--- config.mk ---
export PLATFORM = sky130hd
export DESIGN_NAME = icache_direct
export DESIGN_NICKNAME = d
export VERILOG_FILES = /design/src/rtl/cpu_types_pkg.sv /design/src/rtl/icache_direct.sv
export SDC_FILE = /design/constraint.sdc
export NUM_CORES = 1
export LEC_CHECK = 0
export CORE_MARGIN = 4
export CORE_UTILIZATION = 55
export CTS_CLUSTER_SIZE = 30
export DETAILED_ROUTE_END_ITERATION = 10
export DONT_BUFFER_PORTS = 1
export MAX_ROUTING_LAYER = met4
export PLACE_DENSITY = 0.8
export SLEW_MARGIN = 25
export SYNTH_ARGS = -nofsm -noshare
export SYNTH_HDL_FRONTEND = slang
export SYNTH_SLANG_ARGS = --single-unit
--- constraint.sdc ---
create_clock -name CLK -period 9.3 [get_ports CLK]
set_input_delay 0.465 -clock CLK [delete_from_list [all_inputs] [get_ports CLK]]
set_output_delay 0.465 -clock CLK [all_outputs]
set_load 0.005 [all_outputs]
--- src/rtl/cpu_types_pkg.sv ---
// ============================================================================
//  Module : cpu_types_pkg
//  Desc   : Shared CPU types: the data word, the instruction-cache address
//           overlay and frame layout, and the I-cache FSM state encoding.
//  Rev    : 1.0  initial release
// ============================================================================
`default_nettype none

package cpu_types_pkg;

    typedef logic [31:0] word_t;

    localparam int ICACHE_SETS = 16;
    localparam int ICACHE_IDXW = $clog2(ICACHE_SETS);
    localparam int ICACHE_TAGW = 30 - ICACHE_IDXW;

    // Address overlay and frame layout for the default geometry
    typedef struct packed {
        logic [ICACHE_TAGW-1:0] tag;
        logic [ICACHE_IDXW-1:0] idx;
        logic [1:0]             bytoff;
    } icachef_t;

    typedef struct packed {
        logic                   valid;
        logic [ICACHE_TAGW-1:0] tag;
        word_t                  data;
    } icache_frame_t;

    typedef enum logic [0:0] {
        IDLE  = 1'b0,
        FETCH = 1'b1
    } icache_state_t;

endpackage

`default_nettype wire

--- src/rtl/icache_direct.sv ---
// ============================================================================
//  Module : icache_direct
//  Desc   : Direct-mapped, one-word-per-line instruction cache between the
//           fetch stage and memory control. Optional ICACHE_PERF_EN macro adds
//           saturating hit/miss counters.
//  Rev    : 1.0  initial release
// ============================================================================
`default_nettype none

module icache_direct
    import cpu_types_pkg::*;
#(
    parameter int SETS = ICACHE_SETS
) (
    input  logic        CLK,
    input  logic        nRST,
    input  logic        imemREN,
    input  logic [31:0] imemaddr,
    output logic        ihit,
    output logic [31:0] imemload,
    input  logic        iinv,
    output logic        iREN,
    output logic [31:0] iaddr,
    input  logic        iwait,
    input  logic [31:0] iload
`ifdef ICACHE_PERF_EN
   ,output logic [31:0] hit_count,
    output logic [31:0] miss_count
`endif
);

    localparam int IDXW = $clog2(SETS);
    localparam int TAGW = 30 - IDXW;

    icache_state_t    state;
    icache_state_t    next_state;
    logic [29:0]      fill_word;
    logic [SETS-1:0]  valid;
    logic [TAGW-1:0]  tag_arr  [SETS];
    word_t            data_arr [SETS];

    logic [IDXW-1:0]  req_idx;
    logic [TAGW-1:0]  req_tag;
    logic [IDXW-1:0]  fill_idx;
    logic [TAGW-1:0]  fill_tag;
    logic             lookup_hit;
    logic             start_fill;
    logic             fill_we;
    logic             unused_bits;

    assign req_idx     = imemaddr[IDXW+1:2];
    assign req_tag     = imemaddr[31:IDXW+2];
    assign fill_idx    = fill_word[IDXW-1:0];
    assign fill_tag    = fill_word[29:IDXW];
    assign unused_bits = &{1'b0, imemaddr[1:0]};

    // A pending invalidate masks the hit so a stale line is never returned
    assign lookup_hit = imemREN && (state == IDLE) && !iinv
                        && valid[req_idx] && (tag_arr[req_idx] == req_tag);
    assign ihit       = lookup_hit;
    assign imemload   = lookup_hit ? data_arr[req_idx] : 32'h0;

    always_ff @(posedge CLK or negedge nRST) begin
        if (!nRST) begin
            state <= IDLE;
        end else begin
            state <= next_state;
        end
    end

    always_comb begin
        next_state = state;
        iREN       = 1'b0;
        iaddr      = 32'h0;
        start_fill = 1'b0;
        fill_we    = 1'b0;
        case (state)
            IDLE: begin
                if (imemREN && !lookup_hit && !iinv) begin
                    next_state = FETCH;
                    start_fill = 1'b1;
                end
            end
            FETCH: begin
                iREN  = 1'b1;
                iaddr = {fill_word, 2'b00};
                if (iinv) begin
                    next_state = IDLE;
                end else if (!iwait) begin
                    fill_we    = 1'b1;
                    next_state = IDLE;
                end
            end
            default: next_state = IDLE;
        endcase
    end

    always_ff @(posedge CLK or negedge nRST) begin
        if (!nRST) begin
            fill_word <= '0;
            valid     <= '0;
        end else begin
            if (start_fill) begin
                fill_word <= imemaddr[31:2];
            end
            if (iinv) begin
                valid <= '0;
            end else if (fill_we) begin
                valid[fill_idx] <= 1'b1;
            end
        end
    end

    // Tag and data storage carry no reset; valid bits alone qualify them
    always_ff @(posedge CLK) begin
        if (fill_we) begin
            tag_arr[fill_idx]  <= fill_tag;
            data_arr[fill_idx] <= iload;
        end
    end

`ifdef ICACHE_PERF_EN
    always_ff @(posedge CLK or negedge nRST) begin
        if (!nRST) begin
            hit_count  <= 32'h0;
            miss_count <= 32'h0;
        end else begin
            if (lookup_hit && (hit_count != 32'hFFFF_FFFF)) begin
                hit_count <= hit_count + 32'h1;
            end
            if (start_fill && (miss_count != 32'hFFFF_FFFF)) begin
                miss_count <= miss_count + 32'h1;
            end
        end
    end
`endif

endmodule

`default_nettype wire

# [After elaboration in Yosys (flattened, before gate mapping)]
# Memory sizes are Yosys's and may differ from the RTL's.
# Index checks and enable logic that the tools add are counted.
[word_totals] ram_bits=928 mem_count=2 output_inout_bits=66 reg_bits=47 inputBits=69 mem_bits_ro=0 latch_bits=0 elab_cells=40
[memory_table] memory="data_arr" words=16 word_bits=32 rd=1 rd_ports_with_merged_regs=0 wr=1 line="icache_direct.sv:40" rtl="word_t data_arr [SETS];"
[memory_table] memory="tag_arr" words=16 word_bits=26 rd=1 rd_ports_with_merged_regs=0 wr=1 line="icache_direct.sv:39" rtl="logic [TAGW-1:0] tag_arr [SETS];"
[op_classes] n_bitwise=2 n_shift=0 magnitude_cmp=3 addsub=0 n_div=0 n_reduce_logical=10 n_eq_ne=1 n_mux=19 multipliers=0
[op_table] cell="32-bit 2-to-1 mux" count=2
[op_table] cell="16-bit 2-to-1 mux" count=2
[op_table] cell="26-bit equality test" count=1
[op_table] cell="16-bit bitwise OR" count=1
[op_table] cell="1-bit 2-to-1 mux" count=12
[op_table] cell="4-bit by 5-bit less-than comparator with 1-bit output (second input constant)" count=2
[op_table] cell="1-bit logical AND" count=7
[op_table] cell="1-bit binary-select mux with 4-bit select" count=1
[op_table] cell="1-bit demux with 4-bit select" count=1
[op_table] cell="4-bit by 1-bit >= comparator with 1-bit output (second input constant)" count=1
[op_table] cell="1-bit logical NOT" count=2
[op_table] cell="1-bit one-hot mux with 2 select lines" count=1
[op_table] cell="2-bit nonzero test" count=1
[op_table] cell="1-bit NOT" count=1

# [Logic depth before layout (Yosys ltp)]
[logic_depth] depth_word=10 mapped_depth=13 mapped_depth_nobuf=8

# [Worst setup path after synthesis]
# No wires, ideal clock.
[synth_timing] kind="input-to-reg" startpoint="input iinv" endpoint="memory data_arr[0][0] (netlist name) (enable)" setup_slack_ps=3514 stages=5 path_buffers=1 t_required_ps=8752 arrival_time_ps=5239 setup_time_ps=548 path_cell_list="clkbuf_1 -> nor2_1 -> nand2_1 -> or3_1 -> nor3_1"
[synth_between] elab_chain_cells=4
[synth_lines] element="start: declaration" line="icache_direct.sv:21" rtl="input logic iinv,"
[synth_lines] element="1-bit 2-to-1 mux" line="icache_direct.sv:87" rtl="if (iinv) begin"
[synth_lines] element="1-bit 2-to-1 mux" line="icache_direct.sv:77" rtl="case (state)"
[synth_lines] element="1-bit 2-to-1 mux" line="icache_direct.sv:116" rtl="if (fill_we) begin"
[synth_lines] element="1-bit 2-to-1 mux (not written as such)" line="icache_direct.sv:118" rtl="data_arr[fill_idx] <= iload;"
[synth_lines] element="end: declaration" line="icache_direct.sv:40"
# No other way between the ends.

# [Worst setup path after layout]
[layout_timing] startpoint="input imemaddr[2]" endpoint="output imemload[3]"
[layout_between] elab_chain_cells=5 word_cells_on_any_way=8 classes_between="1 x eq/ne; 3 x mux; 2 x reduce/logical; 2 x memory"
[layout_lines] element="start: declaration" line="icache_direct.sv:18" rtl="input logic [31:0] imemaddr,"
[layout_lines] element="parallel branches: the longest is 4 deep, another holds memory 16 x 26 bit"
[layout_lines] element="32-bit 2-to-1 mux (*)" line="icache_direct.sv:61" rtl="assign imemload = lookup_hit ? data_arr[req_idx] : 32'h0;"
[layout_lines] element="end: declaration" line="icache_direct.sv:20" rtl="output logic [31:0] imemload,"
# Mark *: on every way between the ends. The select of a mux whose other input is x is not followed.

==> impl_results.md <==
- Root Driver: clkbuf_16
- Global-route wire length before repair: 129000 um
- Setup crit end kind: output port
- Post-route core utilization: 62.1%
- WL final: 87300 um
- Largest net degree at the start of global routing: 225
- Seq pwr share: 56.7%
- Fillers: 4512
- Setup-failing EPs final: 0
- Row count: 96
- Ports: 135
- Yosys warns: 0
- WL met2: 44600 um
- Worst hold stages: 2
- WL/cell: 31.2 um
- Setup_tns: 0 ps
- Top post-synthesis cells by area: edfxtp_1 (73%), mux4_2 (16%), dfrtp_1 (3.1%)
- Fraction of registers with async set/reset: 4.82%
- Outcome: finished, final reports clean
- Setup repair bufs after CTS: 0
- Initial core utilization: 55.6%
- Post-Place Cells: 2557
- Slew Limit Headroom: 27.5%
- WL met3: 8410 um
- Max rail drop VDD: 188 uV
- Num Clock Sinks: 975
- Final GP Congestion: 0.865
- Worst-Skew Late Latency: 650 ps
- Internal Power: 7.06 mW
- Most numerous cell in the Yosys netlist: edfxtp_1
- Clock power share: 38.8%
- Layout cell share with drive strength beyond 1: 25.5%
- Most frequent cells after synthesis: edfxtp_1 (928), mux4_2 (268), nor2_1 (52)
- Syn avg cell area: 22.6 um^2
- DRT iter0 DRCs: 2345
- Metal1 wirelength: 31900 um
- Switching Share: 21.0%
- DR top layer: met4
- Clock buffer depth: 3
- Via count: 18200
- Gr usage total: 24.8%
- Final Cell Area: 42700 um^2
- Pwr/cell area: 209 nW/um^2
- Vias in the first global route: 18800
- Die ar.: 73700 um^2
- Synthesized area: 38200 um^2
- H-tree depth: 3
- Netlist cell types: 59
- Final Hold Fails: 0
- CP arrival: 3930 ps
- Post-layout minimum cycle time: 4400 ps
- Max FO, Critical Path: 217
- Cell count after synthesis: 1689
- Initial antenna violation count: 8
- Clock transition at path regs: 60 ps
- Post-synth EDFFs: 928
- Placed cell areas: 39200 um^2
- Fmax: 0.227 GHz
- FF+latch count, synth: 975
- Hold buffers post-CTS: 64
- Synth area leader: edfxtp_1
- Storage cell area: 29000 um^2
- Drt via density: 6.50
- ANT nets after route: 0
- Clk_skew: 20.4 ps
- R2R cell count: 9
- RSZ-0062 raised after global routing: no
- Top_reg_cell synth: edfxtp_1
- Post_cts resized: 0
- Crit path launch type: input port
- CTS tree: built
- Multi-input logic area: 8810 um^2
- PortBufs: 0
- Share of the synthesized area in the top cell type: 73.0%
- Num CTS Buffers: 92
- Core Area: 68700 um^2
- Least-Margin Pin Slew: 1090 ps
- Fin cells: 2800
- Worst Path Class, Setup: in2out
- First drt pass iteration count: 5
- Period utilization: 47.3%
- Switching power: 1.87 mW
- Tightest Hold Check Type: in2reg
- Post-DP HPWL: 41800 um
- Leakage: 13.5 nW
- Chip width: 271 um
- Final layout net count: 1853
- Slew Viols, Final: 0
- Max-cap viol count: 0
- # DRC: 0
- Vert. Die Dim: 271 um
- Gr ovfl total: 0
- Sequential share of the synthesized area: 76.1%
- Synth-to-layout area growth: 11.8%
- Comb pwr share: 4.4%
- Req. time, crit path: 8840 ps
[flip-flops by register name (all words and copies together) (netlist names)]
register   cells
valid         16
state          1
tag_arr      416
fill_word     30
data_arr     512
[cells in the final DEF, fill, tap and decap left out, drive strengths merged, types with 21 or more instances in the layout]
cell type	Yosys	layout
xor2	21	21
and2	35	35
buf	62	26
mux2	33	33
clkbuf	27	117
mux2i	38	38
nor2	52	52
mux4	268	268
dlygate4sd3	0	63
clkinv	0	51
dfrtp	47	47
edfxtp	928	928
nor2b	41	41
[logic make-up after synthesis]
group	synth area share [%]
muxes	18.1
xor gates and xnor gates	0.895
buffers and inverters	1.23
DFF	76.1
AOI/OAI and AO/OA	1.17
and+or+nand+nor	2.57
other	0.00982
[metal layers]
metal / GRT usage (%) / vias up
met5: - / -
met4: 6.92 / 0
met3: 4.58 / 165
met2: 39.9 / 1100
met1: 33.2 / 9659
li1: - / 7280
[layout make-up]
class                           count  area share, %
Clock inverter                     55          0.727
Timing Repair Buffer               89           2.04
Inverter                            8         0.0703
Multi-Input combinational cell    618           20.6
Sequential cell                   975           68.0
Clock buffer                      117           5.76
Tap cell                          931           2.73
Antenna cell                        7         0.0410
[critical path, stage by stage]
cell and delay [ps]:
inv_1 760, mux2i_1 420, xor2_1 270, o21ai_0 120, or4_1 490, or4b_4 750
nor2b_1 280
[stage by stage]
step | total power, mW | hold slack, ps | setup slack (ps)
2_1_floorplan | 5.42 | 169 | 3510
3_3_place_gp | 5.47 | 172 | 4950
3_5_place_dp | 5.49 | 172 | 4870
4_1_cts | 8.98 | 13.6 | 4980
5_1_grt | 9.22 | 38.4 | 4880
6_report | 8.93 | 39.2 | 4900
[power by group through the flow]
| stage | Clock, mW | Sequential [mW] | Combinational, mW |
|---|---|---|---|
| final | 3.47 | 5.07 | 0.394 |
| after global routing | 3.72 | 5.08 | 0.417 |
| after CTS | 3.52 | 5.07 | 0.395 |
| after detailed placement | 0 | 5.16 | 0.332 |
| after global placement | 0 | 5.14 | 0.327 |
| after floorplan | 0 | 5.11 | 0.316 |
[final timing paths]
check	startpoint	end	slack, ps
max reg2reg	state	fill_word[22]	5390
min in group asynchronous	nRST	fill_word[3]	410
max	imemaddr[2]	imemload[3]	4900
min	iinv	state	40
min reg2reg	valid[2]	valid[2]	510
max in group asynchronous	nRST	fill_word[22]	8620
Power figures use the tool's default switching activity.
